File: src/rtl/hazard_ctrl_if.sv
// Handshake bundle between the pipeline (master) and the hazard/stall generator (slave).
interface hazard_ctrl_if;
  logic [4:0] rsD, rtD, rsE, rtE;
  logic [4:0] writeregE, writeregM, writeregW;
  logic       regwriteE, regwriteM, regwriteW;
  logic       memtoregE, memtoregM;
  logic       branchD, jrD;
  logic       divE, signed_divE, div_ready;
  logic       div_start, div_signed, div_busy, div_err;
  logic       stallF, stallD, stallE, stallM, stallW, flushE;
  logic       forwardaD, forwardbD;
  logic [1:0] forwardaE, forwardbE;

  modport slave (
    input  rsD, rtD, rsE, rtE, writeregE, writeregM, writeregW,
    input  regwriteE, regwriteM, regwriteW, memtoregE, memtoregM,
    input  branchD, jrD, divE, signed_divE, div_ready,
    output div_start, div_signed, div_busy, div_err,
    output stallF, stallD, stallE, stallM, stallW, flushE,
    output forwardaD, forwardbD, forwardaE, forwardbE
  );

  modport master (
    output rsD, rtD, rsE, rtE, writeregE, writeregM, writeregW,
    output regwriteE, regwriteM, regwriteW, memtoregE, memtoregM,
    output branchD, jrD, divE, signed_divE, div_ready,
    input  div_start, div_signed, div_busy, div_err,
    input  stallF, stallD, stallE, stallM, stallW, flushE,
    input  forwardaD, forwardbD, forwardaE, forwardbE
  );
endinterface

File: src/rtl/hazard_ctrl.sv
// 5-stage MIPS hazard unit: forwarding, load-use/branch stalls and a multi-cycle divide tracker.
// Optional divide watchdog enabled by defining DIV_TIMEOUT_EN.
module hazard_ctrl #(
  parameter int unsigned DIV_MAX_CYCLES = 40,
  parameter int unsigned CNT_W          = 6
) (
  input logic          clk,
  input logic          rst,
  hazard_ctrl_if.slave hif
);

  typedef enum logic [1:0] {StIdle, StBusy, StDone} divState_t;

  localparam logic [CNT_W-1:0] CntMax = CNT_W'(DIV_MAX_CYCLES);
`ifdef DIV_TIMEOUT_EN
  localparam logic [CNT_W-1:0] CntLast = CNT_W'(DIV_MAX_CYCLES - 1);
`endif

  divState_t        stateQ, stateD;
  logic [CNT_W-1:0] cntQ, cntD;
  logic             errQ, errD;
  logic             lwStall, brStall, hzStall, brUse;

  assign lwStall = hif.memtoregE & ((hif.rtE == hif.rsD) | (hif.rtE == hif.rtD));
  assign brUse   = hif.branchD | hif.jrD;
  assign brStall = (brUse & hif.regwriteE & (hif.writeregE != 5'd0) &
                    ((hif.writeregE == hif.rsD) | (hif.branchD & (hif.writeregE == hif.rtD)))) |
                   (brUse & hif.memtoregM & (hif.writeregM != 5'd0) &
                    ((hif.writeregM == hif.rsD) | (hif.branchD & (hif.writeregM == hif.rtD))));
  assign hzStall = lwStall | brStall;

  always_ff @(posedge clk or negedge rst) begin
    if (!rst) begin
      stateQ <= StIdle;
      cntQ   <= '0;
      errQ   <= 1'b0;
    end else begin
      stateQ <= stateD;
      cntQ   <= cntD;
      errQ   <= errD;
    end
  end

  // Every output is held low while reset is asserted, including the combinational paths.
  always_comb begin
    stateD         = stateQ;
    cntD           = cntQ;
    errD           = errQ;
    hif.div_start  = 1'b0;
    hif.div_signed = 1'b0;
    hif.div_busy   = 1'b0;
    hif.stallF     = 1'b0;
    hif.stallD     = 1'b0;
    hif.stallE     = 1'b0;
    hif.stallM     = 1'b0;
    hif.stallW     = 1'b0;
    hif.flushE     = 1'b0;
    hif.forwardaD  = 1'b0;
    hif.forwardbD  = 1'b0;
    hif.forwardaE  = 2'b00;
    hif.forwardbE  = 2'b00;
    if (rst) begin
      if ((hif.rsE != 5'd0) && hif.regwriteM && (hif.rsE == hif.writeregM)) begin
        hif.forwardaE = 2'b10;
      end else if ((hif.rsE != 5'd0) && hif.regwriteW && (hif.rsE == hif.writeregW)) begin
        hif.forwardaE = 2'b01;
      end
      if ((hif.rtE != 5'd0) && hif.regwriteM && (hif.rtE == hif.writeregM)) begin
        hif.forwardbE = 2'b10;
      end else if ((hif.rtE != 5'd0) && hif.regwriteW && (hif.rtE == hif.writeregW)) begin
        hif.forwardbE = 2'b01;
      end
      hif.forwardaD = (hif.rsD != 5'd0) & hif.regwriteM & (hif.rsD == hif.writeregM);
      hif.forwardbD = (hif.rtD != 5'd0) & hif.regwriteM & (hif.rtD == hif.writeregM);

      unique case (stateQ)
        StIdle: begin
          cntD = '0;
          if (hif.divE) begin
            // Launch wins over hazards: freeze everything, no bubble.
            hif.div_start  = 1'b1;
            hif.div_signed = hif.signed_divE;
            {hif.stallF, hif.stallD, hif.stallE, hif.stallM, hif.stallW} = 5'b11111;
            stateD         = StBusy;
          end else begin
            {hif.stallF, hif.stallD, hif.flushE} = {3{hzStall}};
          end
        end
        StBusy: begin
          {hif.stallF, hif.stallD, hif.stallE, hif.stallM, hif.stallW} = 5'b11111;
          hif.div_busy = 1'b1;
          if (cntQ != CntMax) cntD = cntQ + 1'b1;
          if (hif.div_ready) begin
            stateD = StDone;
`ifdef DIV_TIMEOUT_EN
          end else if (cntQ == CntLast) begin
            stateD = StDone;
            errD   = 1'b1;
`endif
          end
        end
        StDone: begin
          // Divide leaves E on this edge; divE still high here must not relaunch.
          {hif.stallF, hif.stallD, hif.flushE} = {3{hzStall}};
          stateD = StIdle;
        end
        default: stateD = StIdle;
      endcase
    end
  end

`ifdef DIV_TIMEOUT_EN
  assign hif.div_err = errQ;
`else
  assign hif.div_err = 1'b0;
`endif

endmodule

File: src/flat_wrapper.sv
// flat-port wrapper written by rule: the top's interface ports become plain ports
module hazard_ctrl_flat 
#(
  parameter int unsigned DIV_MAX_CYCLES = 40,
  parameter int unsigned CNT_W          = 6
)
  (clk, rst, hif_rsD, hif_rtD, hif_rsE, hif_rtE, hif_writeregE, hif_writeregM, hif_writeregW, hif_regwriteE, hif_regwriteM, hif_regwriteW, hif_memtoregE, hif_memtoregM, hif_branchD, hif_jrD, hif_divE, hif_signed_divE, hif_div_ready, hif_div_start, hif_div_signed, hif_div_busy, hif_div_err, hif_stallF, hif_stallD, hif_stallE, hif_stallM, hif_stallW, hif_flushE, hif_forwardaD, hif_forwardbD, hif_forwardaE, hif_forwardbE);
  hazard_ctrl_if hif_i ();
  input logic clk;
  input logic rst;
  input wire logic [$bits(hif_i.rsD)-1:0] hif_rsD;
  input wire logic [$bits(hif_i.rtD)-1:0] hif_rtD;
  input wire logic [$bits(hif_i.rsE)-1:0] hif_rsE;
  input wire logic [$bits(hif_i.rtE)-1:0] hif_rtE;
  input wire logic [$bits(hif_i.writeregE)-1:0] hif_writeregE;
  input wire logic [$bits(hif_i.writeregM)-1:0] hif_writeregM;
  input wire logic [$bits(hif_i.writeregW)-1:0] hif_writeregW;
  input wire logic [$bits(hif_i.regwriteE)-1:0] hif_regwriteE;
  input wire logic [$bits(hif_i.regwriteM)-1:0] hif_regwriteM;
  input wire logic [$bits(hif_i.regwriteW)-1:0] hif_regwriteW;
  input wire logic [$bits(hif_i.memtoregE)-1:0] hif_memtoregE;
  input wire logic [$bits(hif_i.memtoregM)-1:0] hif_memtoregM;
  input wire logic [$bits(hif_i.branchD)-1:0] hif_branchD;
  input wire logic [$bits(hif_i.jrD)-1:0] hif_jrD;
  input wire logic [$bits(hif_i.divE)-1:0] hif_divE;
  input wire logic [$bits(hif_i.signed_divE)-1:0] hif_signed_divE;
  input wire logic [$bits(hif_i.div_ready)-1:0] hif_div_ready;
  output wire logic [$bits(hif_i.div_start)-1:0] hif_div_start;
  output wire logic [$bits(hif_i.div_signed)-1:0] hif_div_signed;
  output wire logic [$bits(hif_i.div_busy)-1:0] hif_div_busy;
  output wire logic [$bits(hif_i.div_err)-1:0] hif_div_err;
  output wire logic [$bits(hif_i.stallF)-1:0] hif_stallF;
  output wire logic [$bits(hif_i.stallD)-1:0] hif_stallD;
  output wire logic [$bits(hif_i.stallE)-1:0] hif_stallE;
  output wire logic [$bits(hif_i.stallM)-1:0] hif_stallM;
  output wire logic [$bits(hif_i.stallW)-1:0] hif_stallW;
  output wire logic [$bits(hif_i.flushE)-1:0] hif_flushE;
  output wire logic [$bits(hif_i.forwardaD)-1:0] hif_forwardaD;
  output wire logic [$bits(hif_i.forwardbD)-1:0] hif_forwardbD;
  output wire logic [$bits(hif_i.forwardaE)-1:0] hif_forwardaE;
  output wire logic [$bits(hif_i.forwardbE)-1:0] hif_forwardbE;
  assign hif_i.rsD = hif_rsD;
  assign hif_i.rtD = hif_rtD;
  assign hif_i.rsE = hif_rsE;
  assign hif_i.rtE = hif_rtE;
  assign hif_i.writeregE = hif_writeregE;
  assign hif_i.writeregM = hif_writeregM;
  assign hif_i.writeregW = hif_writeregW;
  assign hif_i.regwriteE = hif_regwriteE;
  assign hif_i.regwriteM = hif_regwriteM;
  assign hif_i.regwriteW = hif_regwriteW;
  assign hif_i.memtoregE = hif_memtoregE;
  assign hif_i.memtoregM = hif_memtoregM;
  assign hif_i.branchD = hif_branchD;
  assign hif_i.jrD = hif_jrD;
  assign hif_i.divE = hif_divE;
  assign hif_i.signed_divE = hif_signed_divE;
  assign hif_i.div_ready = hif_div_ready;
  assign hif_div_start = hif_i.div_start;
  assign hif_div_signed = hif_i.div_signed;
  assign hif_div_busy = hif_i.div_busy;
  assign hif_div_err = hif_i.div_err;
  assign hif_stallF = hif_i.stallF;
  assign hif_stallD = hif_i.stallD;
  assign hif_stallE = hif_i.stallE;
  assign hif_stallM = hif_i.stallM;
  assign hif_stallW = hif_i.stallW;
  assign hif_flushE = hif_i.flushE;
  assign hif_forwardaD = hif_i.forwardaD;
  assign hif_forwardbD = hif_i.forwardbD;
  assign hif_forwardaE = hif_i.forwardaE;
  assign hif_forwardbE = hif_i.forwardbE;
  hazard_ctrl #(.DIV_MAX_CYCLES(DIV_MAX_CYCLES), .CNT_W(CNT_W)) u_core (.clk(clk), .rst(rst), .hif(hif_i));
endmodule
File: config.mk
export PLATFORM = sky130hd
export DESIGN_NAME = hazard_ctrl_flat
export DESIGN_NICKNAME = d
export VERILOG_FILES = /design/src/rtl/hazard_ctrl_if.sv /design/src/rtl/hazard_ctrl.sv /design/src/flat_wrapper.sv
export SDC_FILE = /design/constraint.sdc
export NUM_CORES = 1
export LEC_CHECK = 0
export BUFFER_PORTS_ARGS = -buffer_cell sky130_fd_sc_hd__buf_2
export CAP_MARGIN = 10
export CORE_MARGIN = 5
export CORE_UTILIZATION = 40
export DETAILED_ROUTE_END_ITERATION = 16
export PLACE_DENSITY = 0.74
export SYNTH_ARGS = -nofsm -noshare
export SYNTH_HDL_FRONTEND = slang
export SYNTH_SLANG_ARGS = --single-unit
File: constraint.sdc
create_clock -name clk -period 3.53 [get_ports clk]
set_input_delay 0.5295 -clock clk [delete_from_list [all_inputs] [get_ports clk]]
set_output_delay 0.5295 -clock clk [all_outputs]
set_load 0.005 [all_outputs]
After elaboration in Yosys (flattened, before gate mapping)
Index checks and enable logic that the tools add are counted.
{"block": "word_totals", "register_bits": 2, "latch_bits": 0, "ram_bits": 0, "mem_bits_ro": 0, "inputBits": 47, "output_inout_bits": 16, "word_cells": 79, "n_memories": 0}
{"block": "classes", "addsub": 0, "n_mul": 0, "n_div": 0, "n_lt_le_gt_ge": 0, "n_eq_ne": 16, "shift": 0, "muxes": 27, "bitwise_logic": 19, "reduce_logical": 16}
{"cell": "$eq 5x5->1", "n": 12}
{"cell": "$reduce_bool 5->1", "n": 6}
{"cell": "$mux 1", "n": 17}
{"cell": "$and 1x1->1", "n": 13}
{"cell": "$mux 2", "n": 6}
{"cell": "$logic_and 1x1->1", "n": 8}
{"cell": "$or 1x1->1", "n": 6}
{"cell": "$ne 2x2->1 const B", "n": 2}
{"cell": "$pmux 1 s2", "n": 2}
{"cell": "$pmux 2 s2", "n": 1}
{"cell": "$pmux 1 s3", "n": 1}
{"cell": "$reduce_and 3->1", "n": 1}
{"cell": "$eq 2x1->1 const B", "n": 1}
{"cell": "$eq 2x2->1 const B", "n": 1}
{"cell": "$logic_not 2->1", "n": 1}

Logic depth before layout (Yosys ltp)
Gate-level depths: netlist of run 1.
{"block": "logic_depth", "ltp_word": 9, "mapped_depth": 7, "ltp_nobuf": 5}

Worst setup path after synthesis of run 1
No wires, ideal clock.
{"block": "synth_timing", "path_type": "input to output", "startpoint": "input hif_writeregM[1]", "endpoint": "output hif_stallF", "t_arrival_ps": 1654, "required_time_ps": 3000, "slack_ps": 1346, "cell_stages": 6, "n_path_buf": 2, "path_cell_list": "buf_2 -> or3_1 -> o311a_1 -> o221ai_1 -> nand3b_1 -> buf_4"}
{"block": "synth_via", "elab_chain_cells": 9, "elab_cells_between_ends": 12, "cone_classes": "eq/ne: 2; mux: 3; bitwise: 6; reduce/logical: 1"}
{"element": "start: declaration", "line_no": "flat_wrapper.sv:16", "source": "input wire logic [$bits(hif_i.writeregM)-1:0] hif_writeregM;"}
{"element": "$eq 5x5->1", "line_no": "hazard_ctrl.sv:29", "source": "((hif.writeregM == hif.rsD) | (hif.branchD & (hif.writeregM == hif.rtD))));"}
{"element": "$and 1x1->1", "line_no": "hazard_ctrl.sv:29"}
{"element": "$or 1x1->1", "line_no": "hazard_ctrl.sv:29"}
{"element": "$and 1x1->1 *", "line_no": "hazard_ctrl.sv:28", "source": "(brUse & hif.memtoregM & (hif.writeregM != 5'd0) &"}
{"element": "$or 1x1->1 *", "line_no": "hazard_ctrl.sv:27", "source": "((hif.writeregE == hif.rsD) | (hif.branchD & (hif.writeregE == hif.rtD)))) |"}
{"element": "$or 1x1->1 *", "line_no": "hazard_ctrl.sv:30", "source": "assign hzStall = lwStall | brStall;"}
{"element": "$mux 1"}
{"element": "$pmux 1 s3 *"}
{"element": "$mux 1 *"}
{"element": "end: declaration", "line_no": "flat_wrapper.sv:32", "source": "output wire logic [$bits(hif_i.stallF)-1:0] hif_stallF;"}
Every way passes the cells marked *; elsewhere a longest branch is shown, timed or not.

Worst setup path in the final report of run 1
{"block": "layout_timing", "startpoint": "input rst", "endpoint": "output hif_flushE"}
{"block": "layout_via", "elab_chain_cells": 1}
{"element": "start: declaration", "line_no": "flat_wrapper.sv:10", "source": "input logic rst;"}
{"element": "$mux 1", "line_no": "hazard_ctrl.sv:62", "source": "if (rst) begin"}
{"element": "end: declaration", "line_no": "flat_wrapper.sv:37", "source": "output wire logic [$bits(hif_i.flushE)-1:0] hif_flushE;"}
Every way passes these cells.

==> metrics.cfg, run 1 <==
[worst_setup_path]
path_delay_family=simple AND/OR/NAND/NOR gates
crit_path_end_kind=output pin
cp.arrival_ns=1.88
cp.required_ns=3.00
crit_slowest_cell=nor2b_1
max_stage_delay_ns=0.36
path_max_fanout=14
critPathBufInv=2
crit_type=in -> out
worst-r2r-setup-slack_ns=2.45
path_cells=buf_2 -> nor2b_1 -> nand4_1 -> nor4_1 -> a211oi_1 -> a21oi_1 -> buf_2
cp-start-kind=input pin
crit_path_frequent_cell=buf_2

[global_routing]
grtUsageTotal_pct=17.0
grt_pass1_vias=1088
grt_pass1_wl_mm=4.66
grt_max_degree=15
antenna_found_initial=0
gr-total-overflow=0

[power_and_ir_drop]
leakage_nw=0.530
power.density_nw_per_um2=200
fin_total_pwr_uw=247
max-vdd-ir-drop_uv=156

[floorplanning]
num_io_pins=63
placementRows=17
dieArea_um2=3520
start_util_pct=42.8
core-area_um2=2280
die_width_um=59.3
dieHeight_um=59.3

[clock_network]
cts_buffers=3
cts_setup_buffers=0
cts_buffer_depth=2
cts_root_buf=clkbuf_4
cts_hold_buf=0
tritoncts=built
cts_resized=0
htree_levels=1
clkSinkCount=2
clk_pin_slew_ns=0.03
clk_latency_ns=0.23

[cells_and_area]
drive_gt1_share_pct=39.4
syn_to_final_growth_pct=26.5
fin_nets=224
largest_register_ffs=2
regMostFlops=u_core.stateQ
postLayoutCellArea_um2=1230
diodes=0
top_regs=u_core.stateQ x2

[run]
cap_violations=0

[routing]
drt-met1-wl_mm=1.22
viasPerCell=5.42
drt_iter0_drc=37
via_count=1101
routed_wl_mm=3.08
dr_wl_met2_mm=1.54
ant_nets=0
met3WireLength_um=317
topRoutingLayerUsed=met4
detail_route.wl_per_cell_um=15.2
firstDrtPassIters=4
drc_errors=0

[timing]
slew_viol_final=0
finalHoldViolCount=0
clock_skew_ns=0.00654
timing.fmax_ghz=0.414
fin_tns_setup_ns=0
rsz0062_at_grt=false
timing.hold.ws_ns=0.154
fin_crit_ns=2.41
period_share_pct=68.4
finalSetupViolCount=0

[placed_design]
io_buffers=61
gp_congestion=0.855
hpwl_mm=2.70
place_area_um2=1210

[synth]
netlist_instances=126
syn_avg_cell_area_um2=7.73
synthesis.area_um2=973
synthArstFlopShare_pct=100
seq_area_frac_synth_pct=5.14
synth_edf_count=0
syn-num-nets=173
ys_warn_count=0
synth.distinct_cells=35
synth_ff_type=dfrtp_1
yosys_register_bits=2

[worst_hold_path]
hold_class=in -> async

[outcome]
status=completed

where the power goes:
part	internal (mW)	switching [mW]	leakage, nW
sequential	0.0285	0.00540	0.0257
combinational	0.0795	0.0828	0.491
clock	0.0375	0.0130	0.0138
placed cells by master (no fill, tap or decap), drive strengths merged:
cell,netlist,final
a211oi,1,1
nand3,7,7
o311a,1,1
inv,1,1
nor4,5,5
and3,2,2
nor3,2,2
or4,4,4
or3,1,1
nand3b,1,1
dfrtp,2,2
nand4,8,8
o2111a,2,2
o211ai,1,1
o22ai,1,1
o21ai,2,2
buf,12,61
clkbuf,3,3
and2,3,3
a21oi,2,2
conb,1,1
o211a,1,1
a21o,1,1
xnor2,41,41
nand2,3,3
nor2,6,6
o221ai,1,1
nor2b,2,2
xor2,9,9
final timing paths:
| path | cells past startpoint | to | start |
|---|---|---|---|
| max | 7 | hif_flushE | rst |
| min in group clk | 1 | u_core.stateQ[0] | u_core.stateQ[0] |
| max in group asynchronous | 1 | u_core.stateQ[0] | rst |
| max reg2reg | 3 | u_core.stateQ[0] | u_core.stateQ[0] |
| min reg2reg | 1 | u_core.stateQ[0] | u_core.stateQ[0] |
| min | 1 | u_core.stateQ[1] | rst |
layer usage:
| metal | up-vias | global-route usage, % |
|---|---|---|
| met2 | 59 | 30.7 |
| met5 | - | 0 |
| li1 | 535 | - |
| met1 | 505 | 20.3 |
| met3 | 2 | 3.05 |
| met4 | 0 | 4.53 |
metrics by stage:
| stage | std cells | util [%] | setup slack (ns) |
|---|---|---|---|
| global placement | 200 | 53.1 | 1.18 |
| floorplan | 126 | - | 1.35 |
| detailed placement | 200 | 53.1 | 1.14 |
| finish | 203 | 54.1 | 1.12 |
| CTS | 203 | 54.1 | 1.13 |
| global route | 203 | 54.1 | 1.01 |
kinds of logic (layout without fill, tap and decap cells):
family	Yosys count	after routing	share of synthesized area, %
flops	2	2	5.14
other cells	1	1	0.385
simple gates	44	44	28.0
compound gates	13	13	10.3
xor+xnor	50	50	45.0
buf+inv	16	65	11.2
layout make-up:
type | count | area, um^2
Clock buffer | 3 | 22.5
Fill cell | 223 | 1040
Inverter | 1 | 3.75
Multi-Input combinational cell | 108 | 815
Sequential cell | 2 | 50.0
Tap cell | 28 | 35.0
Timing Repair Buffer | 61 | 305
synthesized netlist by cell type (2+ instances only):
| master | instances | area, um^2 |
|---|---|---|
| nor4_2 | 2 | 25.0 |
| nand3_1 | 7 | 35.0 |
| nor4_1 | 3 | 18.8 |
| o2111a_1 | 2 | 22.5 |
| nor2b_1 | 2 | 12.5 |
| a21oi_1 | 2 | 10.0 |
| nor3_1 | 2 | 10.0 |
| nand2_1 | 3 | 11.3 |
| buf_6 | 3 | 33.8 |
| o21ai_0 | 2 | 10.0 |
| and2_1 | 2 | 12.5 |
| and3_1 | 2 | 12.5 |
| nand4_1 | 8 | 50.1 |
| buf_2 | 3 | 15.0 |
| xor2_1 | 9 | 78.8 |
| or4_1 | 3 | 22.5 |
| nor2_1 | 5 | 18.8 |
| buf_4 | 6 | 45.0 |
| dfrtp_1 | 2 | 50.1 |
| xnor2_1 | 41 | 359 |
| clkbuf_1 | 3 | 11.3 |
Power figures use the tool's default switching activity.
==> run 2, diff against run 1 <==
==> constraint.sdc (replaced) <==
create_clock -name clk -period 2.3 [get_ports clk]
set_input_delay 0.345 -clock clk [delete_from_list [all_inputs] [get_ports clk]]
set_output_delay 0.345 -clock clk [all_outputs]
set_load 0.005 [all_outputs]
==> run 2 against run 1 <==
Compared with the run above:
- register-to-register slack lost 1.2 ns
- non-clock buffer count is 2 higher
- clock power rose by 51%
- setup slack got worse by 0.81 ns
- sequential share of layout area about the same
- worst hold slack worse by 0.10 ns
- critical endpoint unchanged
- sequential power up 56%
- die area unchanged
- critical path type is now reg -> out
- largest cell class unchanged
==> metrics.cfg, run 2 (synthesis gave the netlist of run 1 again) <==
[cells_and_area]
final_core_util_pct=54.8
fillers=227
postLayoutCellArea_um2=1250
seqCellArea_um2=50.0
fin_nets=226
regMostFlops=u_core.stateQ
final_cell_mix=61 x buf_2, 41 x xnor2_1, 9 x xor2_1
top_regs=u_core.stateQ x2
final_common_cell=buf_2
largest_register_ffs=2
diodes=0
drive_gt1_share_pct=40.1
multi_input_area_um2=815
syn_to_final_growth_pct=28.0

[global_routing]
grt_pass1_wl_mm=4.64
grt_max_degree=14
grt_pass1_vias=1085
grtUsageTotal_pct=16.7
antenna_found_initial=0
gr-total-overflow=0

[placed_design]
gp_congestion=0.885
place_area_um2=1220
dpl_worst_slack_ns=0.317
io_buffers=61
hpwl_mm=2.64

[floorplanning]
die_width_um=59.3
core-area_um2=2280
placementRows=17
start_util_pct=42.8
dieArea_um2=3520
dieHeight_um=59.3
num_io_pins=63

[clock_network]
clk_pin_slew_ns=0.03
cts_setup_buffers=0
cts_resized=0
cts_buffer_depth=2
htree_levels=1
cts_buffers=3
clk_latency_ns=0.22
clkSinkCount=2
tritoncts=built
cts_hold_buf=0
cts_root_buf=clkbuf_4

[worst_setup_path]
path_cells=nor2b_1 -> nand4_1 -> nor4_1 -> a211oi_1 -> a21oi_1 -> buf_2
crit_slowest_cell=dfrtp_1
max_stage_delay_ns=0.41
path_delay_family=simple AND/OR/NAND/NOR gates
cp.required_ns=1.96
cp.arrival_ns=1.65
crit_type=reg -> out
critPathBufInv=1
path_max_fanout=5
cp-start-kind=flop
crit_path_end_kind=output pin

[timing]
rsz0062_at_grt=false
period_share_pct=86.8
finalHoldViolCount=0
fin_crit_ns=2.00
finalSetupViolCount=0
timing.final.ws_setup_ns=0.303
timing.fmax_ghz=0.501
clock_skew_ns=0.00209
slew_viol_final=0
fin_tns_setup_ns=0

[power_and_ir_drop]
power.density_nw_per_um2=309
leakage_nw=0.540
max-vdd-ir-drop_uv=221

[routing]
viasPerCell=5.46
ant_nets=0
routed_wl_mm=3.10
drc_errors=0
drt_iter0_drc=26
detail_route.wl_per_cell_um=15.1
via_count=1119
firstDrtPassIters=4

[worst_hold_path]
hold_class=in -> async

[outcome]
status=completed

[run]
cap_violations=0

run 2: where the power goes:
group          total [mW]  switching [mW]  internal, mW
Combinational       0.256           0.129         0.127
Sequential         0.0529         0.00910        0.0438
Clock              0.0762          0.0187        0.0575
Total               0.385           0.156         0.228
run 2: final timing paths:
path                                   from               end  slack, ns  cells past startpoint
max                        u_core.stateQ[0]        hif_flushE       0.30                      6
min                                     rst  u_core.stateQ[0]       0.05                      2
max reg2reg                u_core.stateQ[0]  u_core.stateQ[0]       1.21                      4
min reg2reg                u_core.stateQ[0]  u_core.stateQ[0]       0.57                      1
max in group asynchronous               rst  u_core.stateQ[1]       2.11                      2
min in group clk              hif_div_ready  u_core.stateQ[1]       0.40                      3
run 2: final cells by class:
type                    count  share of cell area (%)
flip-flops and latches      2                    4.02
repair buffers             63                    25.7
inverters                   1                   0.301
clock buffers               3                    1.81
well taps                  28                    2.81
multi-input cells         108                    65.4
run 2: layer usage:
metal  part of all wire [%]  vias up  GRT usage (%)
met5                      0        -              0
met1                     41      524           20.0
met3                    9.2        2           2.40
met2                     49       52           30.0
met4                   0.23        0           5.83
li1                       -      541              -
run 2: per-stage QoR:
step,hold slack (ns),instances,power [mW]
final,0.0491,205,0.385
after global routing,0.0391,205,0.416
after CTS,0.0387,205,0.388
after detailed placement,0.275,202,0.308
after global placement,0.273,202,0.300
after floorplan,0.0494,126,0.217
